==> config.mk <==
export PLATFORM = sky130hd
export DESIGN_NAME = instr_pack
export DESIGN_NICKNAME = d
export VERILOG_FILES = /design/src/rtl/instr_pack_pkg.sv /design/src/rtl/instr_pack_imm_pack.sv /design/src/rtl/instr_pack.sv
export SDC_FILE = /design/constraint.sdc
export NUM_CORES = 1
export LEC_CHECK = 0
export ABC_AREA = 1
export CELL_PAD_IN_SITES_DETAIL_PLACEMENT = 1
export CELL_PAD_IN_SITES_GLOBAL_PLACEMENT = 1
export CORE_ASPECT_RATIO = 0.8
export CORE_UTILIZATION = 32
export DETAILED_ROUTE_END_ITERATION = 8
export PLACE_DENSITY = 0.86
export REMOVE_ABC_BUFFERS = 1
export SLEW_MARGIN = 20
export SYNTH_ARGS = -nofsm -noshare
export SYNTH_HDL_FRONTEND = slang
export SYNTH_SLANG_ARGS = --single-unit
==> constraint.sdc <==
create_clock -name clk -period 2.4 [get_ports clk]
set_clock_uncertainty 0.05 [all_clocks]
set_input_delay 0.48 -clock clk [delete_from_list [all_inputs] [get_ports clk]]
set_output_delay 0.48 -clock clk [all_outputs]
set_load 0.01 [all_outputs]
==> src/rtl/instr_pack_pkg.sv <==
// Shared definitions for instruction packing: immediate format encodings
// (also used by the decode-side extender and control) and FIFO depth.
package instr_pack_pkg;

  typedef enum logic [1:0] {
    IMM_I = 2'b00,
    IMM_S = 2'b01,
    IMM_B = 2'b10,
    IMM_J = 2'b11
  } immsrc_t;

  localparam int FIFO_DEPTH = 2;

endpackage

==> src/rtl/instr_pack_imm_pack.sv <==
// Combinational field packer: inverse of the immediate extender, plus the
// optional immediate range check enabled by IMM_RANGE_CHECK_EN.
module imm_pack
  import instr_pack_pkg::*;
#(
  parameter int N = 32
) (
  input  logic [1:0]          immsrc,
  input  logic signed [N-1:0] imm,
  input  logic [6:0]          opcode,
  input  logic [4:0]          rd,
  input  logic [4:0]          rs1,
  input  logic [4:0]          rs2,
  input  logic [2:0]          funct3,
  output logic [N-1:0]        instr,
  output logic                err
);

  logic [31:0] word;

  always_comb begin
    word      = '0;
    word[6:0] = opcode;
    case (immsrc_t'(immsrc))
      IMM_I: begin
        word[31:20] = imm[11:0];
        word[19:15] = rs1;
        word[14:12] = funct3;
        word[11:7]  = rd;
      end
      IMM_S: begin
        word[31:25] = imm[11:5];
        word[24:20] = rs2;
        word[19:15] = rs1;
        word[14:12] = funct3;
        word[11:7]  = imm[4:0];
      end
      IMM_B: begin
        word[31]    = imm[12];
        word[30:25] = imm[10:5];
        word[24:20] = rs2;
        word[19:15] = rs1;
        word[14:12] = funct3;
        word[11:8]  = imm[4:1];
        word[7]     = imm[11];
      end
      default: begin
        word[31]    = imm[20];
        word[30:21] = imm[10:1];
        word[20]    = imm[11];
        word[19:12] = imm[19:12];
        word[11:7]  = rd;
      end
    endcase
    instr       = '0;
    instr[31:0] = word;
  end

`ifdef IMM_RANGE_CHECK_EN
  // A value fits w signed bits when everything from bit w-1 upward is pure sign.
  function automatic logic fits(input logic signed [N-1:0] v, input int w);
    logic signed [N-1:0] t;
    t = v >>> (w - 1);
    return (t == '0) || (t == '1);
  endfunction

  always_comb begin
    case (immsrc_t'(immsrc))
      IMM_I, IMM_S: err = !fits(imm, 12);
      IMM_B:        err = !fits(imm, 13) || imm[0];
      default:      err = !fits(imm, 21) || imm[0];
    endcase
  end
`else
  logic unused_imm;
  assign unused_imm = ^imm[N-1:21];
  assign err        = 1'b0;
`endif

endmodule

==> src/rtl/instr_pack.sv <==
// Instruction packer top: packs fields via imm_pack into a 2-entry FIFO with
// valid/ready handshakes and a delivered-word counter. Optional macro:
// IMM_RANGE_CHECK_EN (per-word immediate range error flag).
module instr_pack
  import instr_pack_pkg::*;
#(
  parameter int N = 32
) (
  input  logic                clk,
  input  logic                reset,
  input  logic                in_valid,
  output logic                in_ready,
  input  logic [1:0]          immsrc,
  input  logic signed [N-1:0] imm,
  input  logic [6:0]          opcode,
  input  logic [4:0]          rd,
  input  logic [4:0]          rs1,
  input  logic [4:0]          rs2,
  input  logic [2:0]          funct3,
  output logic                out_valid,
  input  logic                out_ready,
  output logic [N-1:0]        out_instr,
  output logic                out_err,
  output logic [15:0]         word_cnt
);

  logic [N-1:0] instr_p0;
  logic         err_p0;

  imm_pack #(.N(N)) u_imm_pack (
    .immsrc (immsrc),
    .imm    (imm),
    .opcode (opcode),
    .rd     (rd),
    .rs1    (rs1),
    .rs2    (rs2),
    .funct3 (funct3),
    .instr  (instr_p0),
    .err    (err_p0)
  );

  // ---- stage p0 -> p1: packed word enters the FIFO ----
  logic [N-1:0] instr_p1 [FIFO_DEPTH];
  logic         err_p1   [FIFO_DEPTH];
  logic [1:0]   occ;
  logic         wptr;
  logic         rptr;
  logic         vld_p1;
  logic         push;
  logic         pop;

  assign in_ready  = (occ != 2'd2);
  assign vld_p1    = (occ != 2'd0);
  assign out_valid = vld_p1;
  assign push      = in_valid && in_ready;
  assign pop       = vld_p1 && out_ready;

  always_ff @(posedge clk or posedge reset) begin
    if (reset) begin
      occ      <= 2'd0;
      wptr     <= 1'b0;
      rptr     <= 1'b0;
      word_cnt <= 16'd0;
    end else begin
      if (push) wptr <= ~wptr;
      if (pop) begin
        rptr     <= ~rptr;
        word_cnt <= word_cnt + 16'd1;
      end
      case ({push, pop})
        2'b10:   occ <= occ + 2'd1;
        2'b01:   occ <= occ - 2'd1;
        default: occ <= occ;
      endcase
    end
  end

  always_ff @(posedge clk) begin
    if (push) begin
      instr_p1[wptr] <= instr_p0;
      err_p1[wptr]   <= err_p0;
    end
  end

  // Storage is not reset; gating by valid keeps outputs at zero when empty.
  assign out_instr = vld_p1 ? instr_p1[rptr] : '0;
  assign out_err   = vld_p1 ? err_p1[rptr] : 1'b0;

endmodule

==> implementation parameters <==
Parameter                              Value

Outcome
  Outcome ... finished, final reports clean

Pwr
  Pwr/cell area ... 1119 nW/um^2
  Worst voltage drop across the vdd grid ... 0.3862 mV
  Leakage power total ... between 0.002 and 0.0025 uW
  Power consumption ... roughly 6000 uW

Global route
  Overall overflow remaining after global route ... 0
  Met1 Track Usage GR ... 19.96%
  Busiest metal layer after global routing ... met2
  First-pass GRT wire length ... between 15000 and 20000 um
  Number of antenna violations at the first check in global routing ... 0
  Total routing resource utilization after global routing ... between 10% and 20%
  Via count of the first global-routing pass ... 3085
  Largest net degree at the start of global routing ... 33
  Global routing met2 resource utilization ... slightly below 30%
  Global Route met3 Usage ... approximately 2.8%

Clocking
  Htree depth ... 3
  Clock sink total ... between 80 and 90
  Quantity of hold-fixing buffers added after cts ... 0
  Maximum number of buffers from clock root to sink ... 2
  Worst skew pair latency ... between 300 and 400 ps
  Clock root buffer master ... sky130_fd_sc_hd__clkbuf_16
  Register clock-pin slew on the reported worst setup and hold paths ... around 60 ps
  Post-CTS Repair Setup Buffers ... 0
  Clock buffer count from CTS ... 9
  Clock tree from TritonCTS ... built

Synth
  Most area-consuming cells after synthesis ... sky130_fd_sc_hd__edfxtp_1 51%, sky130_fd_sc_hd__nand2_1 14%, sky130_fd_sc_hd__dfrtp_1 13%, sky130_fd_sc_hd__a21oi_1 4.8%, sky130_fd_sc_hd__inv_1 2.5%
  Portion of the post-synthesis area used by sequential elements ... between 60% and 70%
  Proportion of synthesized area in mux cells ... 0%
  Complex-gate fraction of the synthesized area ... between 6 and 7%
  Mapped Avg Cell Area ... about 10 um^2
  Register bit total from synthesis ... 84
  Synthesized instance count ... 371
  Share of synthesized cell area in full adder, half adder and majority cells ... less than 1%
  Flip-flop cell with the highest count after synthesis ... sky130_fd_sc_hd__edfxtp_1
  Area of the mapped netlist ... about 3800 um^2
  Syn. warnings ... 0
  Number of enable-type register cells in the synthesized netlist ... between 60 and 70
  Post-synthesis share of cell area spent on xor and xnor gates ... 2.560%
  Post-synth top area share ... about half
  Post-synth cell types ... 29
  Library cell occupying the most area in the post-synthesis netlist ... sky130_fd_sc_hd__edfxtp_1
  Post-Synth Simple-Gate Area ... 21.14%
  Combinational family with the most area after synthesis ... simple AND/OR/NAND/NOR gates
  Async set or reset register ratio after synthesis ... 23.81%

Setup path
  Critical Path AT ... between 1500 and 2000 ps
  Critical path class ... reg -> out
  Startpoint types ... register
  CP Capture Type ... output pin
  Worst-path fanout max ... 17
  Number of buffer and inverter instances along the worst setup path ... 3
  Crit-path max cell delay ... 560 ps
  Cells traversed along the worst timing path ... inv_1 -> buf_6 -> nand2_1 -> a21oi_1 -> clkdlybuf4s50_1
  Slowest cell on crit path ... sky130_fd_sc_hd__clkdlybuf4s50_1
  Worst reg2reg path startpoint ... occ[0]
  Gate family responsible for the most delay along the worst path ... buffers and inverters
  CP startpoint ... rptr
  Req. time, crit path ... roughly 1900 ps

Timing
  Setup repair after global routing missed its margin ... true
  Total count of hold-check failures in the final report ... 0
  Worst-case setup margin in the final layout ... approximately 50 ps
  Crit share post-route ... 97.91%
  Peak clock frequency supported by timing ... approximately 430 MHz
  Slew Viols, Final ... 0
  Final setup TNS ... 0 ps
  Final-report setup violation count ... 0
  Final critical-path required period ... 2350 ps

Drt
  Total wire length after detailed routing ... just under 10000 um
  Initial DRT Pass Iterations ... 4
  Routed length per placed instance ... 15.22 um
  Via density per instance ... 4.640
  Detailed Route Iter0 Violations ... 133
  Post-detailed-route DRC marker count ... 0
  Final ANT Viol Nets ... 0
  Total via count after detailed routing ... between 2000 and 3000

Placed design
  Number of buffer cells added on primary ports ... 101
  Gpl congestion ... approximately 0.84
  HPWL Detailed ... roughly 6800 um
  Placed cells ... 615
  Worst slack at placement ... approximately 280 ps

Finish
  Fill count ... approximately 1300
  Top library cells by usage in the layout, fill and taps aside ... 143 x sky130_fd_sc_hd__nand2_1, 81 x sky130_fd_sc_hd__clkdlybuf4s50_1, 64 x sky130_fd_sc_hd__edfxtp_1, 36 x sky130_fd_sc_hd__a21oi_1, 25 x sky130_fd_sc_hd__inv_1
  Non-filler instance count after layout ... between 600 and 700
  Most common library cell in the layout ignoring fill and taps ... sky130_fd_sc_hd__nand2_1
  Net count reported at finish ... 543
  Layout overhead on the synthesized area ... 42.19%
  Fraction of final layout cells with drive strength greater than 1 ... around 6.8%
  Antenna diode count ... 0

Flow run
  Max-Cap Viols ... 0

Die
  Number of standard-cell rows in the floorplan ... 35
  Overall die area ... ~12000 um^2
  Effective utilization at floorplan ... approximately 33%
  Boundary pin count ... approximately 110
  X dimension of the die ... ~120 um
  Placeable Area ... approximately 11000 um^2
  Die height ... 99 um

Worst hold path
  Min-Delay Path Class ... in -> async
-- worst min-delay path: stages --
cell	delay, ps
sky130_fd_sc_hd__clkdlybuf4s50_1	400
sky130_fd_sc_hd__inv_1	50
sky130_fd_sc_hd__buf_4	270
-- synth_stat cells, types with 2 or more instances --
library cell	number
sky130_fd_sc_hd__a21oi_1	36
sky130_fd_sc_hd__buf_2	7
sky130_fd_sc_hd__buf_6	3
sky130_fd_sc_hd__clkbuf_1	4
sky130_fd_sc_hd__dfrtp_1	20
sky130_fd_sc_hd__edfxtp_1	64
sky130_fd_sc_hd__ha_1	2
sky130_fd_sc_hd__inv_1	25
sky130_fd_sc_hd__nand2_1	143
sky130_fd_sc_hd__nand3_1	14
sky130_fd_sc_hd__nand4_1	4
sky130_fd_sc_hd__nor2_1	15
sky130_fd_sc_hd__nor2_4	2
sky130_fd_sc_hd__nor3_1	2
sky130_fd_sc_hd__o21ai_0	6
sky130_fd_sc_hd__o221ai_1	2
sky130_fd_sc_hd__xnor2_1	6
sky130_fd_sc_hd__xor2_1	5
-- logic make-up (layout without fill, tap and decap cells) --
group / Yosys count / count (layout)
buf+inv: 40 / 152
flops: 84 / 84
xor+xnor: 11 / 11
compound gates: 45 / 45
fa+ha+maj: 2 / 2
simple gates: 188 / 188
other cells: 1 / 1
-- report_power, final --
group          internal (uW)  leakage, uW  total, uW  switching [uW]
sequential              1960     0.000847       2150             186
combinational           1120      0.00131       2410            1290
clock                    901     0.000145       1430             526
-- flip-flops by register name, indices dropped and copies added (netlist names) --
register / flops
instr_p1: 64
occ: 2
word_cnt: 16
wptr: 1
rptr: 1
-- area by class of cell --
| cell class | count | area, um^2 | share of cell area [%] |
|---|---|---|---|
| clock buffers | 10 | 229.0 | 4.279 |
| clock inverters | 6 | 78.83 | 1.473 |
| inverters | 25 | 93.84 | 1.754 |
| multi-input cells | 247 | 1171 | 21.88 |
| flip-flops and latches | 84 | 2424 | 45.29 |
| well taps | 148 | 185.2 | 3.460 |
| repair buffers | 111 | 1170 | 21.86 |
-- final timing paths --
path / depth (start not counted) / to / slack, ps
worst min register to register: 2 / word_cnt[14] / 470
max in group asynchronous: 3 / occ[0] / 1620
worst max-delay path: 5 / out_instr[31] / 50
worst min-delay path: 3 / word_cnt[7] / 440
min in group clk: 2 / word_cnt[14] / 470
worst max register to register: 6 / occ[1] / 510
-- repair_timing --
item / in CTS / in global routing
endpoints found under the setup margin: 18 / 21
resized for setup: 7 / 17
gates cloned: 0 / 0
pin swaps: 1 / 0
-- per-layer routing --
metal | share of wire, % | wire length, um | vias up
met5 | 0 | 0 | -
met4 | 2.0 | 191 | 0
met3 | 3.4 | 326 | 11
met2 | 51 | 4887 | 71
met1 | 44 | 4199 | 1401
li1 | - | - | 1445
-- through the flow --
| stage | cell area (um^2) | util (%) | hold slack [ps] |
|---|---|---|---|
| finish | 5351 | 46.64 | 444.6 |
| global route | 5351 | 46.64 | 503.7 |
| CTS | 5308 | 46.26 | 450.9 |
| detailed placement | 4996 | 43.54 | 450.8 |
| global placement | 4996 | 43.54 | 428.9 |
| floorplan | 3672 | - | 393.8 |
Power figures use the tool's default switching activity.
